--- src/rtl/up_down_ramp_ctrl.sv ---
// up_down_ramp_ctrl: sequencer for the shared up/down counter.
// Takes "ramp to target" or "clear" commands over valid/ready and walks the
// counter one step every STEP_DIV cycles toward the target. Each step
// decision is made from the counter read-back (cnt_q), so if something else
// moves the counter, the controller still heads the right way.
//
// state | meaning
// ------+-------------------------------------------------------------
// IDLE  | ready for a command; equal-target commands complete here
// CLEAR | cnt_clr is high for this one cycle
// STEP  | cnt_en is high for this one cycle; direction already latched
// WAIT  | STEP_DIV-1 cycles of settling; the last one decides what next
module up_down_ramp_ctrl #(
  parameter int WIDTH    = 8,
  parameter int STEP_DIV = 4
) (
  input  logic             clk,
  input  logic             reset_n,
  input  logic             cmd_valid,
  output logic             cmd_ready,
  input  logic             cmd_clear,
  input  logic [WIDTH-1:0] cmd_target,
  input  logic             cmd_abort,
  input  logic [WIDTH-1:0] cnt_q,
  output logic             cnt_en,
  output logic             cnt_up_down,
  output logic             cnt_clr,
  output logic             busy,
  output logic             done,
  output logic             aborted
);

  typedef enum logic [1:0] {
    IDLE  = 2'd0,
    CLEAR = 2'd1,
    STEP  = 2'd2,
    WAIT  = 2'd3
  } state_t;

  // STEP takes 1 cycle and WAIT takes STEP_DIV-1 cycles. The divider counts
  // down from STEP_DIV-2 to 0, so the period is exactly STEP_DIV cycles.
  localparam int DIV_W = $clog2(STEP_DIV + 1);
  localparam logic [DIV_W-1:0] DIV_LOAD = DIV_W'(STEP_DIV - 2);

  state_t           state;
  logic [WIDTH-1:0] target_r;
  logic [DIV_W-1:0] div_r;

  // Single registered FSM. Every output is a registered decode of the next
  // state, so it lines up with the state it describes.
  always_ff @(posedge clk or negedge reset_n) begin
    if (!reset_n) begin
      state       <= IDLE;
      target_r    <= '0;
      div_r       <= '0;
      cnt_en      <= 1'b0;
      cnt_up_down <= 1'b0;
      cnt_clr     <= 1'b0;
      busy        <= 1'b0;
      done        <= 1'b0;
      aborted     <= 1'b0;
      cmd_ready   <= 1'b1;
    end else begin
      cnt_en  <= 1'b0;
      cnt_clr <= 1'b0;
      done    <= 1'b0;
      aborted <= 1'b0;
      case (state)
        IDLE: begin
          // cmd_abort has no meaning here. If it arrives together with a
          // command, the command wins.
          if (cmd_valid) begin
            target_r <= cmd_target;
            if (cmd_clear) begin
              state     <= CLEAR;
              cnt_clr   <= 1'b1;
              busy      <= 1'b1;
              cmd_ready <= 1'b0;
            end else if (cmd_target == cnt_q) begin
              done <= 1'b1;
            end else begin
              state       <= STEP;
              cnt_en      <= 1'b1;
              cnt_up_down <= (cmd_target > cnt_q);
              busy        <= 1'b1;
              cmd_ready   <= 1'b0;
            end
          end
        end
        CLEAR: begin
          // A clear cannot be aborted. It always finishes with done.
          state     <= IDLE;
          done      <= 1'b1;
          busy      <= 1'b0;
          cmd_ready <= 1'b1;
        end
        STEP: begin
          // The enable pulse in this cycle still lands on the counter,
          // even if an abort is sampled at the same edge.
          if (cmd_abort) begin
            state     <= IDLE;
            aborted   <= 1'b1;
            busy      <= 1'b0;
            cmd_ready <= 1'b1;
          end else begin
            state <= WAIT;
            div_r <= DIV_LOAD;
          end
        end
        WAIT: begin
          if (cmd_abort) begin
            state     <= IDLE;
            aborted   <= 1'b1;
            busy      <= 1'b0;
            cmd_ready <= 1'b1;
          end else if (div_r == '0) begin
            if (cnt_q == target_r) begin
              state     <= IDLE;
              done      <= 1'b1;
              busy      <= 1'b0;
              cmd_ready <= 1'b1;
            end else begin
              state       <= STEP;
              cnt_en      <= 1'b1;
              cnt_up_down <= (target_r > cnt_q);
            end
          end else begin
            div_r <= div_r - DIV_W'(1);
          end
        end
        default: begin
          state     <= IDLE;
          busy      <= 1'b0;
          cmd_ready <= 1'b1;
        end
      endcase
    end
  end

endmodule
--- config.mk ---
export PLATFORM = sky130hd
export DESIGN_NAME = up_down_ramp_ctrl
export DESIGN_NICKNAME = d
export VERILOG_FILES = /design/src/rtl/up_down_ramp_ctrl.sv
export SDC_FILE = /design/constraint.sdc
export NUM_CORES = 1
export LEC_CHECK = 0
export ABC_CLOCK_PERIOD_IN_PS = 2500
export CORE_AREA = 2 2 67 53
export DETAILED_ROUTE_END_ITERATION = 10
export DIE_AREA = 0 0 69 55
export PLACE_DENSITY = 0.72
export SLEW_MARGIN = 20
export SYNTH_ARGS = -nofsm -noshare
export SYNTH_HDL_FRONTEND = slang
export SYNTH_SLANG_ARGS = --single-unit
--- constraint.sdc ---
create_clock -name clk -period 2.5 [get_ports clk]
set_clock_uncertainty 0.05 [all_clocks]
set_input_delay 0.25 -clock clk [delete_from_list [all_inputs] [get_ports clk]]
set_output_delay 0.25 -clock clk [all_outputs]
set_load 0.02 [all_outputs]
==> metrics.cfg <==
[drt]
viasPerCell=5.21
drc=0
wl_per_cell_um=13.0
num_vias=1089
m1WireLength_um=1260
dr.first_iter.drc_count=35
wl_met2_um=1280
ant_nets=0
dr_wl_met3_um=167
first_pass_iters=4
top_layer=met4
finalWirelength_um=2730

[global_routing]
grt_first_pass_wirelength_um=4710
grt_pass1_vias=1070
grt_max_degree=21
grt-ovfl-total=0
antenna_found_initial=0
track_usage_pct=15.8

[clocking]
cts.htree.levels=1
post-cts-setup-buffers=0
postCtsHoldBufs=0
cts_tree=yes
cts_resized=0
cts.sinks=20
clk_path_buf_depth=2
root_buffer=clkbuf_8
clk_latency_ns=0.26
clk_pin_slew_ns=0.07
numCtsBuffers=3

[synthesis]
ys.flop_type=dfrtp_1
synth_cell_types=34
async_reset_ff_share_pct=100
syn_inst=139
syn_nets=182
syn-cell-area_sq_um=1390
synth_edf_count=0
syn-mean-instance-area_sq_um=10.0
synth_seq_cells=20
yosysSeqAreaShare_pct=36.1
ys_warn_count=0

[setup_path]
reg2reg_from=target_r[7]
path_class=input port to flop
start_kind=input port
worst_setup_path_end_kind=flop
cp.required_ns=2.59
arrival_ns=2.21
startpoint=cnt_q[3]
cp_max_fo=4

[placed_design]
portBuffers=27
dpl.hpwl_um=2190
place.gp.congestion=0.777

[timing]
rsz0062_at_grt=no
slew_headroom_pct=69.8
finalHoldViolCount=0
slew_viol_final=0
min_period_over_period_pct=84.5
setup_violations=0
tightest_slew_ns=0.453
period_minus_slack_ns=2.11
setup-tns-final_ns=0
fmaxAchievable_mhz=474

[final_layout]
nFillCells=280
drive_above_1_share_pct=12.4
layout_commonest_cell=clkdlybuf4s50_1
final_nets=213
final_util_pct=56.0
diodes=0
syn_to_final_growth_pct=26.9
mostFrequentLayoutCells=27 x clkdlybuf4s50_1, 22 x ha_1, 19 x dfrtp_1

[power]
powerDensity_nw_per_um2=948
p_leak_nw=0.824
peakVddDrop_uv=554

[floorplanning]
rows=18
initial_utilization_pct=44.1
die_w_um=69
core_area_sq_um=3150
io_pins=28
dieArea_sq_um=3800
die_h_um=55

[outcome]
status=completed

[worst_hold_path]
hp-class=input port to async pin

[run]
drv_cap=0

-- power by group --
| group | switching, mW | internal [mW] |
|---|---|---|
| Sequential | 0.0828 | 0.475 |
| Clock | 0.101 | 0.140 |
| Combinational | 0.436 | 0.438 |
-- cells in the mapped netlist, types with 2 or more instances --
cell type	count	area, sq um
mux2_2	8	90.1
dfrtp_1	19	475
a22o_1	2	17.5
o21a_1	2	15.0
nor2b_1	2	12.5
inv_1	17	63.8
nand2_1	9	33.8
nand4_1	3	18.8
nor3b_1	3	22.5
nand2b_1	2	12.5
nor2_1	5	18.8
o21ai_0	10	50.1
a21oi_1	13	65.1
a22oi_1	3	22.5
ha_1	22	275
-- critical path, stage by stage --
cell and delay [ns]:
clkdlybuf4s50_1 0.45, inv_1 0.06, ha_1 0.32, nand4_1 0.19
o21ai_0 0.25, nor2b_1 0.24, o21a_4 0.16, mux2_4 0.29
-- routing by layer --
layer | vias to the layer above | global-route usage, %
met1 | 505 | 18.8
li1 | 555 | -
met4 | 0 | 3.92
met5 | - | 0
met2 | 27 | 28.2
met3 | 2 | 5.43
-- final cells by class --
| class | instances | area [sq um] | share of cell area [%] |
|---|---|---|---|
| repair buffers | 28 | 278 | 15.7 |
| flip-flops and latches | 20 | 502 | 28.4 |
| multi-input cells | 100 | 816 | 46.2 |
| well taps | 40 | 50.0 | 2.84 |
| clock buffers | 4 | 55.1 | 3.12 |
| inverters | 17 | 63.8 | 3.62 |
-- worst paths after layout --
check	endpoint	slack, ns	depth (start not counted)
setup / recovery	busy	0.39	8
hold / removal	aborted	0.27	2
setup reg to reg	busy	0.50	6
hold reg to reg	cmd_ready	0.42	2
max in group asynchronous	cmd_ready	1.86	2
min in group clk	cmd_ready	0.42	2
-- state kept, by name, indices dropped and copies added (netlist names) --
name and count:
div_r 3, cnt_up_down 1, aborted 1, cmd_ready 1
busy 1, state 2, cnt_clr 1, done 1
cnt_en 1, target_r 8
-- through the flow --
step                setup slack [ns]  std cells  hold slack [ns]  instance area [sq um]  power [mW]
detailed placement             0.170        205            0.414                   1710        1.44
floorplan                      0.711        139          -0.0956                   1390        1.17
finish                         0.388        209            0.274                   1760        1.67
CTS                            0.391        209            0.287                   1760        1.68
global route                   0.280        209            0.314                   1760        1.83
global placement               0.210        205            0.411                   1710        1.41
-- cells by family after synthesis --
| logic type | after synthesis | synth area share, % |
|---|---|---|
| AO/OA/AOI/OAI | 37 | 17.4 |
| AND/OR/NAND/NOR | 31 | 13.2 |
| adder cells (fa/ha/maj) | 22 | 19.8 |
| flip-flops | 20 | 36.1 |
| buffers and inverters | 19 | 5.22 |
| multiplexers | 10 | 8.28 |
No activity file was read; power rests on OpenSTA's default activity.
